File: src/rtl/sbus_ahbl_manager_bridge_if.sv
// Bus bundles for the SBUS->AHB-Lite manager bridge: the SBUS request/response
// channel and the AHB-Lite manager port.

interface sbus_if;
    logic [31:0] sbus_addr;
    logic        sbus_write;
    logic [1:0]  sbus_size;
    logic        sbus_vld;
    logic [31:0] sbus_wdata;
    logic        sbus_rdy;
    logic        sbus_err;
    logic [31:0] sbus_rdata;

    modport master (
        output sbus_addr, sbus_write, sbus_size, sbus_vld, sbus_wdata,
        input  sbus_rdy, sbus_err, sbus_rdata
    );

    modport slave (
        input  sbus_addr, sbus_write, sbus_size, sbus_vld, sbus_wdata,
        output sbus_rdy, sbus_err, sbus_rdata
    );
endinterface

interface ahblm_if;
    logic [31:0] ahblm_haddr;
    logic        ahblm_hwrite;
    logic [1:0]  ahblm_htrans;
    logic [2:0]  ahblm_hsize;
    logic [2:0]  ahblm_hburst;
    logic [3:0]  ahblm_hprot;
    logic        ahblm_hmastlock;
    logic [31:0] ahblm_hwdata;
    logic        ahblm_hready;
    logic        ahblm_hresp;
    logic [31:0] ahblm_hrdata;

    modport master (
        output ahblm_haddr, ahblm_hwrite, ahblm_htrans, ahblm_hsize, ahblm_hburst,
               ahblm_hprot, ahblm_hmastlock, ahblm_hwdata,
        input  ahblm_hready, ahblm_hresp, ahblm_hrdata
    );

    modport slave (
        input  ahblm_haddr, ahblm_hwrite, ahblm_htrans, ahblm_hsize, ahblm_hburst,
               ahblm_hprot, ahblm_hmastlock, ahblm_hwdata,
        output ahblm_hready, ahblm_hresp, ahblm_hrdata
    );
endinterface

File: src/rtl/sbus_ahbl_manager_bridge.sv
// SBUS responder that replays each request as one AHB-Lite SINGLE transfer.
// Non-pipelined, one transfer outstanding, all outputs registered.
//
//   state  | meaning
//   IDLE   | waiting for sbus_vld; alignment check on request
//   ADDR   | NONSEQ address phase, held while !hready
//   DATA   | data phase, waiting for hready; capture response
//   RESP   | sbus_rdy pulse with error flag; vld ignored

module sbus_ahbl_manager_bridge #(
    parameter logic [3:0] HPROT_VAL   = 4'b0011,
    parameter bit         CHECK_ALIGN = 1'b1
) (
    input  logic     clk,
    input  logic     rst_n,
    sbus_if.slave    sbus,
    ahblm_if.master  ahblm
);

    typedef enum logic [1:0] {
        ST_IDLE = 2'd0,
        ST_ADDR = 2'd1,
        ST_DATA = 2'd2,
        ST_RESP = 2'd3
    } state_t;

    localparam logic [1:0] HTRANS_IDLE   = 2'b00;
    localparam logic [1:0] HTRANS_NONSEQ = 2'b10;

    state_t state;
    logic   misaligned;

    assign misaligned = (sbus.sbus_size == 2'd3)
                      | ((sbus.sbus_size == 2'd1) & sbus.sbus_addr[0])
                      | ((sbus.sbus_size == 2'd2) & (sbus.sbus_addr[1:0] != 2'b00));

    assign ahblm.ahblm_hburst    = 3'b000;
    assign ahblm.ahblm_hprot     = HPROT_VAL;
    assign ahblm.ahblm_hmastlock = 1'b0;

    always_ff @(posedge clk or negedge rst_n) begin
        if (!rst_n) begin
            state              <= ST_IDLE;
            ahblm.ahblm_htrans <= HTRANS_IDLE;
            ahblm.ahblm_haddr  <= 32'h0;
            ahblm.ahblm_hwrite <= 1'b0;
            ahblm.ahblm_hsize  <= 3'b000;
            ahblm.ahblm_hwdata <= 32'h0;
            sbus.sbus_rdy      <= 1'b0;
            sbus.sbus_err      <= 1'b0;
            sbus.sbus_rdata    <= 32'h0;
        end else begin
            case (state)
                ST_IDLE: begin
                    sbus.sbus_rdy <= 1'b0;
                    sbus.sbus_err <= 1'b0;
                    if (sbus.sbus_vld) begin
                        ahblm.ahblm_haddr  <= sbus.sbus_addr;
                        ahblm.ahblm_hwrite <= sbus.sbus_write;
                        ahblm.ahblm_hsize  <= {1'b0, sbus.sbus_size};
                        // Rejected requests answer straight from IDLE so rdy lands one cycle after vld
                        if (CHECK_ALIGN && misaligned) begin
                            sbus.sbus_rdy <= 1'b1;
                            sbus.sbus_err <= 1'b1;
                            state         <= ST_RESP;
                        end else begin
                            ahblm.ahblm_htrans <= HTRANS_NONSEQ;
                            state              <= ST_ADDR;
                        end
                    end
                end
                ST_ADDR: begin
                    if (ahblm.ahblm_hready) begin
                        ahblm.ahblm_htrans <= HTRANS_IDLE;
                        ahblm.ahblm_hwdata <= sbus.sbus_wdata;
                        state              <= ST_DATA;
                    end
                end
                ST_DATA: begin
                    // First ERROR cycle has hready low and is simply waited out
                    if (ahblm.ahblm_hready) begin
                        sbus.sbus_rdy <= 1'b1;
                        sbus.sbus_err <= ahblm.ahblm_hresp;
                        if (!ahblm.ahblm_hresp && !ahblm.ahblm_hwrite)
                            sbus.sbus_rdata <= ahblm.ahblm_hrdata;
                        state <= ST_RESP;
                    end
                end
                ST_RESP: begin
                    sbus.sbus_rdy <= 1'b0;
                    sbus.sbus_err <= 1'b0;
                    state         <= ST_IDLE;
                end
                default: begin
                    state <= ST_IDLE;
                end
            endcase
        end
    end

endmodule

File: src/flat_wrapper.sv
// flat-port wrapper written by rule: the top's interface ports become plain ports
module sbus_ahbl_manager_bridge_flat 
#(
    parameter logic [3:0] HPROT_VAL   = 4'b0011,
    parameter bit         CHECK_ALIGN = 1'b1
)
  (clk, rst_n, sbus_sbus_addr, sbus_sbus_write, sbus_sbus_size, sbus_sbus_vld, sbus_sbus_wdata, sbus_sbus_rdy, sbus_sbus_err, sbus_sbus_rdata, ahblm_ahblm_haddr, ahblm_ahblm_hwrite, ahblm_ahblm_htrans, ahblm_ahblm_hsize, ahblm_ahblm_hburst, ahblm_ahblm_hprot, ahblm_ahblm_hmastlock, ahblm_ahblm_hwdata, ahblm_ahblm_hready, ahblm_ahblm_hresp, ahblm_ahblm_hrdata);
  sbus_if sbus_i ();
  ahblm_if ahblm_i ();
  input  logic clk;
  input  logic rst_n;
  input wire logic [$bits(sbus_i.sbus_addr)-1:0] sbus_sbus_addr;
  input wire logic [$bits(sbus_i.sbus_write)-1:0] sbus_sbus_write;
  input wire logic [$bits(sbus_i.sbus_size)-1:0] sbus_sbus_size;
  input wire logic [$bits(sbus_i.sbus_vld)-1:0] sbus_sbus_vld;
  input wire logic [$bits(sbus_i.sbus_wdata)-1:0] sbus_sbus_wdata;
  output wire logic [$bits(sbus_i.sbus_rdy)-1:0] sbus_sbus_rdy;
  output wire logic [$bits(sbus_i.sbus_err)-1:0] sbus_sbus_err;
  output wire logic [$bits(sbus_i.sbus_rdata)-1:0] sbus_sbus_rdata;
  output wire logic [$bits(ahblm_i.ahblm_haddr)-1:0] ahblm_ahblm_haddr;
  output wire logic [$bits(ahblm_i.ahblm_hwrite)-1:0] ahblm_ahblm_hwrite;
  output wire logic [$bits(ahblm_i.ahblm_htrans)-1:0] ahblm_ahblm_htrans;
  output wire logic [$bits(ahblm_i.ahblm_hsize)-1:0] ahblm_ahblm_hsize;
  output wire logic [$bits(ahblm_i.ahblm_hburst)-1:0] ahblm_ahblm_hburst;
  output wire logic [$bits(ahblm_i.ahblm_hprot)-1:0] ahblm_ahblm_hprot;
  output wire logic [$bits(ahblm_i.ahblm_hmastlock)-1:0] ahblm_ahblm_hmastlock;
  output wire logic [$bits(ahblm_i.ahblm_hwdata)-1:0] ahblm_ahblm_hwdata;
  input wire logic [$bits(ahblm_i.ahblm_hready)-1:0] ahblm_ahblm_hready;
  input wire logic [$bits(ahblm_i.ahblm_hresp)-1:0] ahblm_ahblm_hresp;
  input wire logic [$bits(ahblm_i.ahblm_hrdata)-1:0] ahblm_ahblm_hrdata;
  assign sbus_i.sbus_addr = sbus_sbus_addr;
  assign sbus_i.sbus_write = sbus_sbus_write;
  assign sbus_i.sbus_size = sbus_sbus_size;
  assign sbus_i.sbus_vld = sbus_sbus_vld;
  assign sbus_i.sbus_wdata = sbus_sbus_wdata;
  assign sbus_sbus_rdy = sbus_i.sbus_rdy;
  assign sbus_sbus_err = sbus_i.sbus_err;
  assign sbus_sbus_rdata = sbus_i.sbus_rdata;
  assign ahblm_ahblm_haddr = ahblm_i.ahblm_haddr;
  assign ahblm_ahblm_hwrite = ahblm_i.ahblm_hwrite;
  assign ahblm_ahblm_htrans = ahblm_i.ahblm_htrans;
  assign ahblm_ahblm_hsize = ahblm_i.ahblm_hsize;
  assign ahblm_ahblm_hburst = ahblm_i.ahblm_hburst;
  assign ahblm_ahblm_hprot = ahblm_i.ahblm_hprot;
  assign ahblm_ahblm_hmastlock = ahblm_i.ahblm_hmastlock;
  assign ahblm_ahblm_hwdata = ahblm_i.ahblm_hwdata;
  assign ahblm_i.ahblm_hready = ahblm_ahblm_hready;
  assign ahblm_i.ahblm_hresp = ahblm_ahblm_hresp;
  assign ahblm_i.ahblm_hrdata = ahblm_ahblm_hrdata;
  sbus_ahbl_manager_bridge #(.HPROT_VAL(HPROT_VAL), .CHECK_ALIGN(CHECK_ALIGN)) u_core (.clk(clk), .rst_n(rst_n), .sbus(sbus_i), .ahblm(ahblm_i));
endmodule
File: config.mk
export PLATFORM = sky130hd
export DESIGN_NAME = sbus_ahbl_manager_bridge_flat
export DESIGN_NICKNAME = d
export VERILOG_FILES = /design/src/rtl/sbus_ahbl_manager_bridge_if.sv /design/src/rtl/sbus_ahbl_manager_bridge.sv /design/src/flat_wrapper.sv
export SDC_FILE = /design/constraint.sdc
export NUM_CORES = 1
export LEC_CHECK = 0
export ABC_AREA = 0
export BUFFER_PORTS_ARGS = -buffer_cell sky130_fd_sc_hd__buf_2
export CAP_MARGIN = 0
export CORE_ASPECT_RATIO = 1.5
export CORE_UTILIZATION = 41
export CTS_BUF_LIST = sky130_fd_sc_hd__clkbuf_16
export DETAILED_ROUTE_END_ITERATION = 12
export MAX_ROUTING_LAYER = met4
export PLACE_DENSITY = 0.77
export SLEW_MARGIN = 40
export SYNTH_ARGS = -nofsm -noshare
export SYNTH_HDL_FRONTEND = slang
export SYNTH_SLANG_ARGS = --single-unit
File: constraint.sdc
create_clock -name clk -period 1.7 [get_ports clk]
set_input_delay 0 -clock clk [delete_from_list [all_inputs] [get_ports clk]]
set_output_delay 0 -clock clk [all_outputs]
set_load 0.02 [all_outputs]
* After elaboration in Yosys (flattened, before gate mapping)
Cells that the tools add are included.
** Cells by class
- Equal/unequal tests :: 10
- Muxes and demuxes :: 15
- Bitwise logic cells :: 4
- Reduce and logical (&&, ||, !) cells :: 13
** Operators by type and width (count)
- 2-bit two-way mux :: 7
- 2-bit equality test, second input constant :: 4
- 2-bit != test, second input constant :: 4
- 2-bit one-hot mux with 4 select lines :: 1
- 1-bit one-hot mux with 3 select lines :: 2
- 2-bit AND reduction :: 3
- 3-bit AND reduction :: 2
- 2-bit by 1-bit equality test with 1-bit output, second input constant :: 2
- 1-bit two-way mux :: 4
- 2-bit one-hot mux with 2 select lines :: 1
- 4-bit AND reduction :: 1
- 2-bit nonzero test :: 2
- 3-bit nonzero test :: 1
- 1-bit AND :: 2
- 1-bit logical NOT :: 2
- 2-bit logical NOT :: 1
- 1-bit OR :: 2
- 1-bit logical AND :: 1
** Storage, ports and cells
- Register bits :: 105
- Input bits :: 104
- Output and inout bits :: 112
- Word-level logic and storage cells :: 51

* Logic depth before layout (Yosys ltp)
- Depth after elaboration :: 7
- Depth in mapped cells :: 7
- Depth with buffers taken out :: 6

* Least setup slack after synthesis
OpenSTA, ideal clock, no wires.
- Kind :: flip-flop to flip-flop
- From :: register u_core.state[0]
- To :: register u_core.sbus.sbus_rdata[0]
- Library setup time :: 125 ps
- Data arrival time :: 1545 ps
- Required time :: 1575 ps
- Setup slack :: 30 ps
- Cell stages (with the launch flop) :: 6
- Path buffers :: 1
- Period minus slack after synthesis :: 1670 ps
- Cell sequence :: dfrtp_1 > inv_1 > ha_1 > nor3b_4 > buf_6 > mux2_2
** On the way
- Longest elaborated chain between the ends :: 2
** RTL lines
- from (decl) :: RTL line sbus_ahbl_manager_bridge.sv:30 : state_t state;
- from (signal assigned) :: RTL line sbus_ahbl_manager_bridge.sv:43 : state <= ST_IDLE;
- from (signal assigned) :: RTL line sbus_ahbl_manager_bridge.sv:65 : state <= ST_RESP;
- from (signal assigned) :: RTL line sbus_ahbl_manager_bridge.sv:68 : state <= ST_ADDR;
- 2-bit equality test :: RTL line sbus_ahbl_manager_bridge.sv:53 : case (state)
- 3-bit AND reduction (no line)
- to (signal assigned) :: RTL line sbus_ahbl_manager_bridge.sv:85 : sbus.sbus_rdata <= ahblm.ahblm_hrdata;
- to (decl) :: RTL line sbus_ahbl_manager_bridge_if.sv:21 : output sbus_rdy, sbus_err, sbus_rdata
Every way passes these cells.
A chain may end at the register's enable or synchronous reset.

* Final worst setup path
- From :: register u_core.state[0]
- To :: register u_core.sbus.sbus_rdata[14]
The elaborated chain is that of the path after synthesis.

==> impl_metrics.env <==
export IMPL_status="finished clean"
export IMPL_drtPass1Iterations=4
export IMPL_grt_max_degree=105
export IMPL_min_period_ns=1.64
export IMPL_antenna_cells=0
export IMPL_arrival_ns=1.86
export IMPL_routed_wirelength_mm=11.2
export IMPL_drc_errors=0
export IMPL_fin_crit_sh=0.966
export IMPL_end_kind="flip-flop"
export IMPL_grt_pass1_wl_mm=18.0
export IMPL_place_congestion=0.732
export IMPL_worst_setup_path_type="reg2reg"
export IMPL_place_hpwl_mm=6.39
export IMPL_grtUsageTotal=0.228
export IMPL_die_w_um=83.8
export IMPL_critical_path_max_fanout=16
export IMPL_tightestPinTransition_ns=0.546
export IMPL_via_per_inst=4.80
export IMPL_path_cells="inv_2 -> ha_2 -> nor3b_4 -> buf_4 -> buf_12 -> mux2_2"
export IMPL_syn_inst=261
export IMPL_io_buffers=205
export IMPL_die_area_um2=10400
export IMPL_finalSetupTns_ns=0
export IMPL_cts_buffers=9
export IMPL_slowest_delay_ns=0.41
export IMPL_clock_skew_ns=0.00752
export IMPL_final_nets=685
export IMPL_synth_area_per_cell_um2=15.8
export IMPL_dieHeight_um=125
export IMPL_synth_seq_cells=104
export IMPL_io_pins=216
export IMPL_fin_hold_ws_ns=0.0458
export IMPL_area_growth_synth_to_final_pct=61.7
export IMPL_clock_sinks=104
export IMPL_slew_headroom=0.636
export IMPL_vdd_drop_max_mv=1.15
export IMPL_yosysWarnings=0
export IMPL_clk_latency_ns=0.34
export IMPL_start_util=0.424
export IMPL_fillers=667
export IMPL_synthArstFlopShare=1.00
export IMPL_antenna_found_initial=0
export IMPL_rsz0062_at_grt="no"
export IMPL_hold_violations=0
export IMPL_grt_pass1_vias=3748
export IMPL_power_density_nw_per_um2=1800
export IMPL_htreeDepth=3
export IMPL_wire_per_inst_um=16.1
export IMPL_max_freq_ghz=0.609
export IMPL_syn_area_um2=4110
export IMPL_drtIter0Drc=80
export IMPL_grt_overflow=0
export IMPL_drv_slew=0
export IMPL_worstPathRequired_ns=1.92
export IMPL_synth_seq_area_share=0.633
export IMPL_cts_tree="built"
export IMPL_synthDistinctLibCells=23
export IMPL_setup_viol=0
export IMPL_cap_viol_max_count=0
export IMPL_area_sequential_um2=2600
export IMPL_vias=3344
export IMPL_cpLargestDelayFamily="flip-flops"
export IMPL_multi_input_comb_area_um2=1390
export IMPL_startpoint_type="flip-flop"
export IMPL_holdCritPathClass="in2reg"
export IMPL_power_leakage_nw=3.29
export IMPL_synth_edf_count=0
export IMPL_cts_buffer_depth=2
export IMPL_synth_ff_type="dfrtp_1"
export IMPL_path_clk_slew_ns=0.06
export IMPL_drive_above_1_share=0.575
export IMPL_cp_buffers_inverters=3
export IMPL_crit_slowest_cell="dfrtp_1"
export IMPL_postRouteAntennaNets=0
export IMPL_rows=44
export IMPL_core_um2=9690
export IMPL_clockRootBuffer="clkbuf_16"
-- layout make-up --
cell class                      instances  area share
Clock buffer                            9      0.0339
Clock inverter                          7      0.0134
Tap cell                              115      0.0216
Inverter                                5     0.00282
Timing Repair Buffer                  316       0.329
Multi-Input combinational cell        140       0.208
Sequential cell                       104       0.391
-- cell usage after synthesis, types with 2 or more instances --
library cell | instances | area, µm²
a21oi_1 | 2 | 10.0
buf_2 | 7 | 35.0
buf_4 | 10 | 75.1
buf_6 | 3 | 33.8
conb_1 | 2 | 7.51
dfrtp_1 | 104 | 2600
ha_1 | 5 | 62.6
inv_1 | 5 | 18.8
mux2_2 | 99 | 1110
nand2_1 | 5 | 18.8
nand2b_1 | 2 | 12.5
nor2_1 | 5 | 18.8
o21ai_0 | 2 | 10.0
-- through the flow --
step	total power (W)	utilization	area (µm²)	std cells	setup slack [ns]
after floorplan	0.00768	-	4140	269	0.0302
after global placement	0.00934	0.544	5270	575	0.116
after detailed placement	0.00957	0.544	5270	575	-0.0108
after CTS	0.0120	0.685	6640	694	0.00628
after global routing	0.0126	0.686	6650	696	0.00602
final	0.0120	0.686	6650	696	0.0572
-- tightest hold or removal path: stages --
cell,delay [ns]
buf_2,0.13
a311oi_1,0.11
nor2_1,0.10
-- registers in the layout (all words and copies together) (netlist names) --
signal,cells
u_core.ahblm.ahblm_haddr,32
u_core.ahblm.ahblm_hwdata,32
u_core.sbus.sbus_rdata,32
u_core.ahblm.ahblm_hsize,2
u_core.state,2
u_core.ahblm.ahblm_htrans,1
u_core.ahblm.ahblm_hwrite,1
u_core.sbus.sbus_err,1
u_core.sbus.sbus_rdy,1
-- report_power, final --
| group | internal [W] | leakage [nW] | switching, W |
|---|---|---|---|
| combinational | 0.00245 | 1.89 | 0.00301 |
| sequential | 0.00373 | 1.24 | 0.000660 |
| clock | 0.00128 | 0.158 | 0.000873 |
-- layout by cell type, fill, tap and decap left out, drive strengths merged, types with 2 or more instances in the layout --
master,instances
a21oi,2
buf,216
bufinv,2
clkbuf,9
clkinv,2
conb,10
dfrtp,104
dlygate4sd3,100
ha,5
inv,7
mux2,99
nand2,5
nand2b,3
nor2,5
o21ai,2
-- cell families (layout without fill, tap and decap cells) --
group	count (synthesis)	in the layout	share of synthesized area
flip-flops	104	104	0.633
multiplexers	100	100	0.274
buffers and inverters	25	337	0.0395
AND/OR/NAND/NOR	15	15	0.0201
AO/OA/AOI/OAI	10	10	0.0170
adder cells (fa/ha/maj)	5	5	0.0152
other	2	10	0.00183
-- final timing paths --
check,start,end,slack (ns),cells after the start
worst max-delay path,u_core.state[0]$_DFFE_PN0P_,u_core.sbus.sbus_rdata[14]$_DFFE_PN0P_,0.06,6
worst min-delay path,sbus_sbus_vld,u_core.sbus.sbus_rdy$_DFFE_PN0P_,0.05,3
worst max register to register,u_core.state[0]$_DFFE_PN0P_,u_core.sbus.sbus_rdata[14]$_DFFE_PN0P_,0.06,6
worst min register to register,u_core.ahblm.ahblm_hwdata[3]$_DFFE_PN0P_,u_core.ahblm.ahblm_hwdata[3]$_DFFE_PN0P_,0.50,1
max in group asynchronous,rst_n,u_core.ahblm.ahblm_haddr[30]$_DFFE_PN0P_,1.01,3
min in group asynchronous,rst_n,u_core.ahblm.ahblm_hwdata[20]$_DFFE_PN0P_,0.26,3
-- metal layers --
layer / global-route usage / vias to the layer above / routed length (µm)
li1: - / 1515 / -
met1: 0.229 / 1630 / 3990
met2: 0.406 / 153 / 6110
met3: 0.0457 / 46 / 586
met4: 0.130 / 0 / 517
met5: - / - / 0
-- timing repair --
| action | CTS | global route |
|---|---|---|
| gates resized for setup | 3 | 4 |
| endpoints found under the setup margin | 9 | 33 |
| hold buffers | 100 | 0 |
| setup buffers | 2 | 2 |
| endpoints found under the hold margin | 203 | 0 |
| gates cloned | 1 | 0 |
(Power assumes the default switching activity.)
